==> config.mk <==
export PLATFORM = sky130hd
export DESIGN_NAME = fpu_issue_arbiter
export DESIGN_NICKNAME = d
export VERILOG_FILES = /design/src/rtl/fpu_pkg.sv /design/src/rtl/fpu.sv /design/src/rtl/rr_arbiter.sv /design/src/rtl/fpu_issue_arbiter.sv
export SDC_FILE = /design/constraint.sdc
export NUM_CORES = 2
export LEC_CHECK = 0
export CELL_PAD_IN_SITES_DETAIL_PLACEMENT = 1
export CELL_PAD_IN_SITES_GLOBAL_PLACEMENT = 2
export CORE_UTILIZATION = 30
export DETAILED_ROUTE_END_ITERATION = 10
export DONT_BUFFER_PORTS = 1
export GPL_ROUTABILITY_DRIVEN = 0
export PLACE_DENSITY = 0.63
export SETUP_SLACK_MARGIN = 0.05
export SLEW_MARGIN = 25
export SYNTH_ARGS = -nofsm -noshare
export SYNTH_HDL_FRONTEND = slang
export SYNTH_SLANG_ARGS = --single-unit
==> constraint.sdc <==
create_clock -name clk -period 16.9 [get_ports clk]
set_input_delay 3.38 -clock clk [delete_from_list [all_inputs] [get_ports clk]]
set_output_delay 3.38 -clock clk [all_outputs]
set_load 0.1 [all_outputs]
==> src/rtl/fpu_pkg.sv <==
// Shared encodings for the FP issue path: op and precision codes and the issue FSM states.
package fpu_pkg;

    localparam logic FPU_OP_ADD      = 1'b0;
    localparam logic FPU_OP_MUL      = 1'b1;
    localparam logic FPU_PREC_HALF   = 1'b0;
    localparam logic FPU_PREC_SINGLE = 1'b1;

    typedef enum logic [1:0] {
        IDLE = 2'd0,
        EXEC = 2'd1,
        DONE = 2'd2
    } state_t;

endpackage

==> src/rtl/fpu.sv <==
// Combinational add/mul for half and single precision. Subnormals flush to zero, rounding
// truncates, overflow saturates to infinity; NaN/Inf inputs are not given special treatment.
module fp_core #(
    parameter int EW = 8,
    parameter int MW = 23
) (
    input  logic           i_mul,
    input  logic [EW+MW:0] i_a,
    input  logic [EW+MW:0] i_b,
    output logic [EW+MW:0] o_res
);

    localparam int W    = EW + MW + 1;
    localparam int MF   = MW + 1;
    localparam int GW   = MF + 2;
    localparam int E    = MF + GW;
    localparam int P2   = 2 * MF;
    localparam int BIAS = (1 << (EW - 1)) - 1;
    localparam int EMAX = (1 << EW) - 1;

    logic          w_sa, w_sb;
    logic [EW-1:0] w_ea, w_eb;
    logic [MF-1:0] w_fa, w_fb;

    assign w_sa = i_a[W-1];
    assign w_sb = i_b[W-1];
    assign w_ea = i_a[W-2 -: EW];
    assign w_eb = i_b[W-2 -: EW];
    assign w_fa = (w_ea == '0) ? '0 : {1'b1, i_a[MW-1:0]};
    assign w_fb = (w_eb == '0) ? '0 : {1'b1, i_b[MW-1:0]};

    function automatic logic [W-1:0] pack(input logic s, input int e, input logic [MW-1:0] m);
        if (e >= EMAX) return {s, {EW{1'b1}}, {MW{1'b0}}};
        if (e <= 0)    return {s, {(W-1){1'b0}}};
        return {s, EW'(e), m};
    endfunction

    logic          w_swap, w_sg;
    logic [EW-1:0] w_eg, w_el;
    logic [MF-1:0] w_fg, w_fl;
    logic [E-1:0]  w_xl, w_mask, w_sh;
    logic [E:0]    w_sum, w_norm;
    int            w_d, w_p;
    logic [W-1:0]  w_add;

    // Smaller operand is aligned with a sticky LSB so truncation of a difference stays exact.
    always_comb begin
        w_swap = {w_eb, w_fb} > {w_ea, w_fa};
        w_sg   = w_swap ? w_sb : w_sa;
        w_eg   = w_swap ? w_eb : w_ea;
        w_el   = w_swap ? w_ea : w_eb;
        w_fg   = w_swap ? w_fb : w_fa;
        w_fl   = w_swap ? w_fa : w_fb;
        w_d    = int'(w_eg) - int'(w_el);
        if (w_d > E) w_d = E;
        w_xl   = {w_fl, {GW{1'b0}}};
        w_mask = (E'(1) << w_d) - E'(1);
        w_sh   = (w_xl >> w_d) | {{(E-1){1'b0}}, |(w_xl & w_mask)};
        w_sum  = (w_sa == w_sb) ? {1'b0, w_fg, {GW{1'b0}}} + {1'b0, w_sh}
                                : {1'b0, w_fg, {GW{1'b0}}} - {1'b0, w_sh};
        w_p    = 0;
        for (int i = 0; i <= E; i++) if (w_sum[i]) w_p = i;
        w_norm = w_sum << (E - w_p);
        w_add  = (w_sum == '0) ? '0 : pack(w_sg, int'(w_eg) + w_p - (E - 1), w_norm[E-1 -: MW]);
    end

    logic [P2-1:0] w_prod;
    logic [MW-1:0] w_mm;
    int            w_em;
    logic [W-1:0]  w_mul;

    always_comb begin
        w_prod = P2'(w_fa) * P2'(w_fb);
        w_em   = int'(w_ea) + int'(w_eb) - BIAS + int'(w_prod[P2-1]);
        w_mm   = w_prod[P2-1] ? w_prod[P2-2 -: MW] : w_prod[P2-3 -: MW];
        w_mul  = (w_fa == '0 || w_fb == '0) ? {w_sa ^ w_sb, {(W-1){1'b0}}}
                                            : pack(w_sa ^ w_sb, w_em, w_mm);
    end

    logic w_unused;
    assign w_unused = ^{w_norm[E], w_norm[E-MW-1:0], w_prod[MW-1:0]};

    assign o_res = i_mul ? w_mul : w_add;

endmodule

module fpu
    import fpu_pkg::*;
(
    input  logic        i_op,
    input  logic        i_prec,
    input  logic [31:0] i_a,
    input  logic [31:0] i_b,
    output logic [31:0] o_res
);

    logic [15:0] w_half;
    logic [31:0] w_single;

    fp_core #(.EW(5), .MW(10)) u_half (
        .i_mul (i_op == FPU_OP_MUL),
        .i_a   (i_a[15:0]),
        .i_b   (i_b[15:0]),
        .o_res (w_half)
    );

    fp_core #(.EW(8), .MW(23)) u_single (
        .i_mul (i_op == FPU_OP_MUL),
        .i_a   (i_a),
        .i_b   (i_b),
        .o_res (w_single)
    );

    assign o_res = (i_prec == FPU_PREC_HALF) ? {16'h0, w_half} : w_single;

endmodule

==> src/rtl/rr_arbiter.sv <==
// Round-robin grant: first asserted request at or above the pointer, wrapping around.
module rr_arbiter #(
    parameter int NUM_REQ = 2,
    parameter int PW      = (NUM_REQ > 1) ? $clog2(NUM_REQ) : 1
) (
    input  logic [NUM_REQ-1:0] i_req,
    input  logic [PW-1:0]      i_ptr,
    output logic [NUM_REQ-1:0] o_gnt,
    output logic [PW-1:0]      o_idx,
    output logic               o_any
);

    always_comb begin
        logic found;
        int   idx;
        o_gnt = '0;
        o_idx = '0;
        found = 1'b0;
        idx   = 0;
        for (int k = 0; k < NUM_REQ; k++) begin
            idx = (int'(i_ptr) + k) % NUM_REQ;
            if (!found && i_req[PW'(idx)]) begin
                found             = 1'b1;
                o_gnt[PW'(idx)]   = 1'b1;
                o_idx             = PW'(idx);
            end
        end
    end

    assign o_any = |i_req;

endmodule

==> src/rtl/fpu_issue_arbiter.sv <==
// Round-robin issue of NUM_REQ requesters onto one shared combinational fpu, one op in flight,
// operands held for LATENCY cycles before the result is captured onto a tagged response.
module fpu_issue_arbiter
    import fpu_pkg::*;
#(
    parameter int NUM_REQ = 2,
    parameter int LATENCY = 2,
    parameter int ID_W    = 3
) (
    input  logic                  clk,
    input  logic                  reset,
    input  logic [NUM_REQ-1:0]    req_valid,
    output logic [NUM_REQ-1:0]    req_ready,
    input  logic [NUM_REQ-1:0]    req_op,
    input  logic [NUM_REQ-1:0]    req_prec,
    input  logic [NUM_REQ*32-1:0] req_a,
    input  logic [NUM_REQ*32-1:0] req_b,
    output logic                  rsp_valid,
    input  logic                  rsp_ready,
    output logic [31:0]           rsp_data,
    output logic [ID_W-1:0]       rsp_id,
    output logic                  busy
);

    localparam int         PW       = (NUM_REQ > 1) ? $clog2(NUM_REQ) : 1;
    localparam logic [3:0] CNT_LAST = 4'(LATENCY - 1);

    state_t            r_state, w_next;
    logic [PW-1:0]     r_ptr;
    logic [3:0]        r_cnt;
    logic              r_op, r_prec;
    logic [31:0]       r_a, r_b, r_data;
    logic [ID_W-1:0]   r_id, r_rsp_id;

    logic [NUM_REQ-1:0] w_gnt;
    logic [PW-1:0]      w_idx;
    logic               w_any;
    logic               w_sel_op, w_sel_prec;
    logic [31:0]        w_sel_a, w_sel_b, w_fpu_res;

    rr_arbiter #(.NUM_REQ(NUM_REQ), .PW(PW)) u_arb (
        .i_req (req_valid),
        .i_ptr (r_ptr),
        .o_gnt (w_gnt),
        .o_idx (w_idx),
        .o_any (w_any)
    );

    always_comb begin
        w_sel_op   = 1'b0;
        w_sel_prec = 1'b0;
        w_sel_a    = '0;
        w_sel_b    = '0;
        for (int i = 0; i < NUM_REQ; i++) begin
            if (w_idx == PW'(i)) begin
                w_sel_op   = req_op[i];
                w_sel_prec = req_prec[i];
                w_sel_a    = req_a[i*32 +: 32];
                w_sel_b    = req_b[i*32 +: 32];
            end
        end
    end

    fpu u_fpu (
        .i_op   (r_op),
        .i_prec (r_prec),
        .i_a    (r_a),
        .i_b    (r_b),
        .o_res  (w_fpu_res)
    );

    always_ff @(posedge clk) begin
        if (reset) r_state <= IDLE;
        else       r_state <= w_next;
    end

    always_comb begin
        w_next = r_state;
        case (r_state)
            IDLE:    if (w_any) w_next = EXEC;
            EXEC:    if (r_cnt == CNT_LAST) w_next = DONE;
            DONE:    if (rsp_ready) w_next = IDLE;
            default: w_next = IDLE;
        endcase
    end

    always_ff @(posedge clk) begin
        if (reset) begin
            r_ptr    <= '0;
            r_cnt    <= '0;
            r_op     <= 1'b0;
            r_prec   <= 1'b0;
            r_a      <= '0;
            r_b      <= '0;
            r_id     <= '0;
            r_data   <= '0;
            r_rsp_id <= '0;
        end else begin
            case (r_state)
                IDLE: if (w_any) begin
                    r_op   <= w_sel_op;
                    r_prec <= w_sel_prec;
                    r_a    <= w_sel_a;
                    r_b    <= w_sel_b;
                    r_id   <= ID_W'(w_idx);
                    r_cnt  <= '0;
                    r_ptr  <= (w_idx == PW'(NUM_REQ - 1)) ? '0 : w_idx + PW'(1);
                end
                EXEC: begin
                    r_cnt <= r_cnt + 4'd1;
                    // Response registers only move here, so they stay put through DONE.
                    if (r_cnt == CNT_LAST) begin
                        r_data   <= w_fpu_res;
                        r_rsp_id <= r_id;
                    end
                end
                default: ;
            endcase
        end
    end

    assign req_ready = (r_state == IDLE) ? w_gnt : '0;
    assign rsp_valid = (r_state == DONE);
    assign rsp_data  = r_data;
    assign rsp_id    = r_rsp_id;
    assign busy      = (r_state != IDLE);

endmodule
; ---- After elaboration in Yosys (flattened, before gate mapping)
; Index checks and enable logic that the tools add are counted.
[totals]
elab_cells = 252
register_bits = 107
[op_classes]
magnitude_cmp = 16
n_bitwise = 7
n_addsub = 23
muxes = 154
mul = 2
eq_ne = 8
n_shift = 6
reduce_logical = 26
[ops]
columns = cell, n
row1 = two-way mux 32 bit, 88
row2 = two-way mux 16 bit, 11
row3 = two-way mux 24 bit, 4
row4 = "less-or-equal comparator 32 x 1 -> 1 bit, second input constant", 2
row5 = adder 50 x 50 -> 51 bit, 1
row6 = logical NOT 51 bit, 1
row7 = two-way mux 51 bit, 1
row8 = left shift 51 x 32 -> 50 bit, 1
row9 = subtractor 50 x 50 -> 51 bit, 1
row10 = AND 50 bit, 1
row11 = OR 50 x 1 -> 50 bit, 1
row12 = OR reduction 50 bit, 1
row13 = "left shift 1 x 32 -> 50 bit, first input constant", 1
row14 = right shift 50 x 32 -> 50 bit, 1
row15 = "subtractor 50 x 2 -> 50 bit, second input constant", 1
row16 = logical NOT 24 bit, 2
row17 = multiplier 24 x 24 -> 48 bit, 1
row18 = two-way mux 11 bit, 4
row19 = adder 6 x 32 -> 32 bit, 1
row20 = adder 9 x 32 -> 32 bit, 1
row21 = ">= comparator 32 x 6 -> 1 bit, second input constant", 1
row22 = ">= comparator 32 x 9 -> 1 bit, second input constant", 1
row23 = greater-than comparator 32 bit, 1
row24 = "left shift 1 x 32 -> 24 bit, first input constant", 1
row25 = 63 further kinds, 113

; ---- Longest topological paths before layout
[depth]
ltp_word = 74
ltp_mapped = 79
depth_no_buf = 71

; ---- Cells and area by module
; Synthesis repeated with hierarchy kept, for this count alone.
[hier_totals]
hier_cells = 6887
area_unflattened_um2 = 51354.3
[modules_own_cells]
columns = mod, seq_area_each_um2, cells_per_inst, n_inst, area_each_um2
row1 = fp_core (u_fpu.u_single), 0.0, 4740, 1, 34942.3
row2 = fp_core (u_fpu.u_half), 0.0, 1576, 1, 11358.4
row3 = fpu_issue_arbiter, 2142.1, 531, 1, 4715.8
row4 = fpu, 0.0, 35, 1, 307.8
row5 = rr_arbiter, 0.0, 5, 1, 30.0

; ---- Worst setup path before layout
; OpenSTA, ideal clock, no wires.
[synth_path]
kind = register -> register
from = register r_b[24]
to = register r_data[5] (netlist: rsp_data[5])
setup_time_ns = 0.103
n_path_buf = 4
setup_slack_ns = 3.061
stages_incl_launch_ff = 70
synth_period_minus_slack_ns = 13.839
arrival_ns = 13.736
cell_sequence = dfxtp_1 > nor4_1 > and2_1 > inv_1 > clkbuf_1 > buf_1 > ha_1 > or4b_4 > or4_4 > or3_4 > a2111oi_4 > a211oi_2 > o21ai_4 > mux2i_1 > o32ai_4 > a31oi_2 > nand2_1 > o22ai_1 > [34 not listed] > inv_1 > ha_1 > fa_1 > a21o_1 > a21oi_1 > o21bai_1 > a21oi_1 > o21ai_0 > nand3b_1 > a21oi_1 > nor2b_1 > a31oi_1 > nand3_1 > nor2_1 > nand2_1 > nor3_2 > nor2_1 > a2111oi_2
[synth_via]
elab_chain_len = 74
[synth_lines]
columns = element, line_no
row1 = "start, declared", fpu_issue_arbiter.sv:32  ; logic [31:0] r_a, r_b, r_data;
row2 = "start signal, assigned", fpu_issue_arbiter.sv:104  ; r_b <= w_sel_b;
row3 = logical NOT 8 bit, fpu.sv:30  ; assign w_fb = (w_eb == '0) ? '0 : {1'b1, i_b[MW-1:0]};
row4 = two-way mux 24 bit, fpu.sv:30
row5 = greater-than comparator 32 bit, fpu.sv:48  ; w_swap = {w_eb, w_fb} > {w_ea, w_fa};
row6 = two-way mux 8 bit (on tied branches), "fpu.sv:50, fpu.sv:51"
row7 = subtractor 8 x 8 -> 9 bit, fpu.sv:54  ; w_d = int'(w_eg) - int'(w_el);
row8 = greater-than comparator 9 x 7 -> 1 bit, fpu.sv:55  ; if (w_d > E) w_d = E;
row9 = two-way mux 32 bit, fpu.sv:55
row10 = left shift 1 x 32 -> 50 bit, fpu.sv:57  ; w_mask = (E'(1) << w_d) - E'(1);
row11 = [57 not listed], -
row12 = subtractor 32 x 7 -> 32 bit, fpu.sv:64  ; w_add = (w_sum == '0) ? '0 : pack(w_sg, int'(w_eg) + w_p - (E - 1), w_norm[E-1 -: MW]);
row13 = less-or-equal comparator 32 x 1 -> 1 bit, fpu.sv:34  ; if (e <= 0) return {s, {(W-1){1'b0}}};
row14 = two-way mux 1 bit (2 in series), fpu.sv:34
row15 = two-way mux 32 bit, fpu.sv:35  ; return {s, EW'(e), m};
row16 = two-way mux 32 bit, fpu.sv:34
row17 = two-way mux 32 bit, fpu.sv:64
row18 = two-way mux 32 bit *, fpu.sv:83  ; assign o_res = i_mul ? w_mul : w_add;
row19 = two-way mux 32 bit *, fpu.sv:114  ; assign o_res = (i_prec == FPU_PREC_HALF) ? {16'h0, w_half} : w_single;
row20 = "end signal, assigned", fpu_issue_arbiter.sv:113  ; r_data <= w_fpu_res;
row21 = "end, declared", fpu_issue_arbiter.sv:32
; Mark *: on every way between the ends. The rest lies on a longest branch, timed or not. The select of a mux whose other input is x is not followed.
; A chain may end at the register's enable or synchronous reset.

; ---- Worst setup path in the final report
[layout_path]
from = register r_b[27]
to = register r_data[5] (netlist: rsp_data[5])
; The elaborated chain is that of the path after synthesis.

==> impl_summary.log <==
INFO  metric pwr-share-comb = 94.8%
INFO  metric vias = 50340
INFO  metric stdcell_count = 8609
INFO  metric synth_top_area_share = 23.16%
INFO  metric gr-usage-all-layers = 30.36%
INFO  metric antenna_found_initial = 22
INFO  metric filler_cell_count = 19760
INFO  metric via_cell_ratio = 5.847
INFO  metric grt_pass1_wl = 368700 um
INFO  metric finClkSkew = 0.02775 ns
INFO  metric power.share.sequential = 3.0%
INFO  metric layout.cells.most_common = sky130_fd_sc_hd__nand2_1
INFO  metric yosys_warnings = 0
INFO  metric tritoncts = yes
INFO  metric sw_share = 66.47%
INFO  metric fp.dieW = 406.2 um
INFO  metric post-route-drc-count = 0
INFO  metric worst-setup-path-type = reg2reg
INFO  metric period_share = 94.30%
INFO  metric postRouteWirelength = 253100 um
INFO  metric wp_data_arrival = 16.26 ns
INFO  metric initial_core_utilization = 30.39%
INFO  metric critical_path.most_common_cell = sky130_fd_sc_hd__ha_1
INFO  metric power_report.internal_total = 0.003998 W
INFO  metric ctsHoldBuffers = 0
INFO  metric worstSetupEndpointType = flop
INFO  metric worstSkewPairLatency = 0.44 ns
INFO  metric antenna_left = 0
INFO  metric post_synth_inst_count = 6561
INFO  metric postSynthRegisterBits = 107
INFO  metric cell_area_synth = 49020 sq um
INFO  metric grt_pass1_vias = 51700
INFO  metric total_switching_power = 0.007925 W
INFO  metric hold_violations = 0
INFO  metric ys_async_sr_fraction = 0%
INFO  metric drt_first_pass_iters = 8
INFO  metric placement.setup.worst_slack = -0.2555 ns
INFO  metric pwr_density_cell = 227.1 nW/um^2
INFO  metric worst_setup_path_start_kind = flop
INFO  metric max_stage_delay = 0.81 ns
INFO  metric worst_slew_pin_slew = 1.219 ns
INFO  metric routed_wire_length_per_instance = 29.40 um
INFO  metric layout.nets = 7583
INFO  metric hold_path_class = reg2reg
INFO  metric power.leakage = 24.41 nW
INFO  metric area_of_the_die = 165000 sq um
INFO  metric synth_enable_flop_cells = 0
INFO  metric slew_violations = 0
INFO  metric globalRouteOverflowTotal = 0
INFO  metric ios = 176
INFO  metric grt_setup_unrepaired = false
INFO  metric dominantRegCellSynth = sky130_fd_sc_hd__dfxtp_1
INFO  metric place.detailed.hpwl = 208000 um
INFO  metric finalSetupViolCount = 0
INFO  metric max_cap_violations = 0
INFO  metric numPortBuffers = 0
INFO  metric grt_start_max_net_pins = 111
INFO  metric tritoncts_num_sinks = 107
INFO  metric synth_sequential_area_ratio = 4.370%
INFO  metric hold-worst-slack = 0.4457 ns
INFO  metric post-route-worst-setup-slack = 0.9625 ns
INFO  metric vdd_ir_drop_max = 281.0 uV
INFO  metric fp.coreArea = 161300 sq um
INFO  metric clk_root_buffer_cell = sky130_fd_sc_hd__clkbuf_16
INFO  metric numCtsBuffers = 9
INFO  metric drt_iter0_markers = 4640
INFO  metric clkSlewWorstSetupHoldPaths = 0.11 ns
INFO  metric critical_path_peak_fanout = 14
INFO  metric synthDistinctLibCells = 141
INFO  metric power_frac_clock = 2.2%
INFO  metric area.growth.synth_to_final = 7.114%
INFO  metric clock_tree.buffer_depth = 2
INFO  metric timing.critical_path.required = 17.23 ns
INFO  metric dominant_cells_by_area_after_synthesis = sky130_fd_sc_hd__fa_1 (23%), sky130_fd_sc_hd__ha_1 (11%), sky130_fd_sc_hd__nand2_1 (7.1%)
INFO  metric layout_min_cycle_time = 15.94 ns
INFO  metric most-common-layout-cells = sky130_fd_sc_hd__nand2_1 (928), sky130_fd_sc_hd__inv_1 (866), sky130_fd_sc_hd__fa_1 (567)
INFO  metric drive_above_1_share = 7.468%
INFO  metric slew_headroom = 18.72%
INFO  metric dpl.cell_count = 8579
INFO  metric status = finished clean
INFO  metric maximum_operating_frequency = 62.75 MHz
INFO  metric htree_num_levels = 3
INFO  metric post-synth-top-area-cell = sky130_fd_sc_hd__fa_1
INFO  metric placementRows = 147
INFO  metric post_synth.cell_area_avg = 7.471 sq um
INFO  metric slowest_stage = sky130_fd_sc_hd__nor2_1
INFO  metric chipHeight = 406.2 um
INFO  metric p_total = 0.01192 W
INFO  metric totalNegativeSetupSlack = 0 ns
==> power by group through the flow <==
stage               registers, W  clock network (W)  logic, W
finish                  0.000362           0.000262    0.0113
global route            0.000362           0.000276    0.0120
CTS                     0.000360           0.000274    0.0110
detailed placement      0.000366                  0    0.0109
global placement        0.000366                  0    0.0109
floorplan               0.000323                  0   0.00716
==> final timing paths <==
path / depth (start not counted) / slack [ns] / end / startpoint
worst max-delay path: 53 / 0.96 / rsp_data[5]$_SDFFE_PP0P_ / r_b[27]$_SDFFE_PP0P_
worst min-delay path: 2 / 0.45 / rsp_id[0]$_SDFFE_PP0P_ / r_id[0]$_SDFFE_PP0P_
worst min register to register: 2 / 0.45 / rsp_id[0]$_SDFFE_PP0P_ / r_id[0]$_SDFFE_PP0P_
worst max register to register: 53 / 0.96 / rsp_data[5]$_SDFFE_PP0P_ / r_b[27]$_SDFFE_PP0P_
==> per-layer routing <==
layer	routed length [um]	GRT usage, %	vias up
met2	115100	48.86	1947
met5	45	0	-
met3	17780	4.279	400
li1	-	-	22170
met1	109800	41.24	25810
met4	10330	10.57	8
==> final cells by class <==
class	count	area, sq um	area share (%)
multi-input cells	5219	42300	80.57
repair buffers	228	1738	3.310
well taps	2160	2703	5.147
diodes	8	20.02	0.03813
clock inverters	5	55.05	0.1049
clock buffers	10	250.2	0.4766
inverters	872	3287	6.260
flip-flops and latches	107	2150	4.094
==> synth_stat cells (all sizes together), types with 17 or more instances <==
cell and count:
fa 567, o21ai 286, o211ai 64, a211o 19, nand3 195, o22ai 52
buf 82, inv 869, a211oi 59, nor3 131, o31ai 44, a311oi 79
a21oi 308, o21a 45, nor4 46, mux2i 105, a31o 20, mux4 17
dfxtp 107, nand4 44, a22oi 29, xnor2 101, o221ai 26, or3 38
a2111oi 19, or2 18, clkbuf 284, o2111ai 22, nand2b 54, and3 33
a21boi 27, a21o 67, ha 442, a31oi 61, nor2b 42, mux2 48
xor2 34, and2 236, a221oi 22, nand2 933, o21bai 37, nor2 548
==> critical path, delay by kind of cell (launching register included) <==
kind | cells | cell delay [ns]
AO/OA/AOI/OAI | 19 | 4.90
flip-flops | 1 | 0.42
adder cells (fa/ha/maj) | 5 | 1.33
AND/OR/NAND/NOR | 21 | 7.41
buffers and inverters | 7 | 1.09
XOR/XNOR | 1 | 0.63
==> per-stage QoR <==
step | area, sq um | utilization [%]
6_report | 52500 | 32.55
4_1_cts | 52330 | 32.44
3_3_place_gp | 51920 | 32.19
3_5_place_dp | 51990 | 32.23
2_1_floorplan | 49020 | -
5_1_grt | 52490 | 32.54
==> logic make-up after synthesis <==
family          Yosys count  synth area share, %
compound gates         1500                21.73
xor+xnor                135                2.504
fa+ha+maj              1010                34.46
buf+inv                1238                9.907
flops                   107                4.370
mux                     170                4.036
other cells               1             0.007650
simple gates           2400                22.98
==> flip-flops by register name, summed over array words and instances (netlist names) <==
name,flops
r_id,1
r_prec,1
r_op,1
r_cnt,4
r_a,32
rsp_id,1
r_state,2
r_ptr,1
r_b,32
rsp_data,32
==> repair_timing <==
item / 4_1_cts / 5_1_grt
gates cloned: 0 / 1
endpoints found under the setup margin: 11 / 30
pin swaps: 0 / 3
setup buffers: 0 / 6
gates resized for setup: 7 / 20
Power figures use the tool's default switching activity.
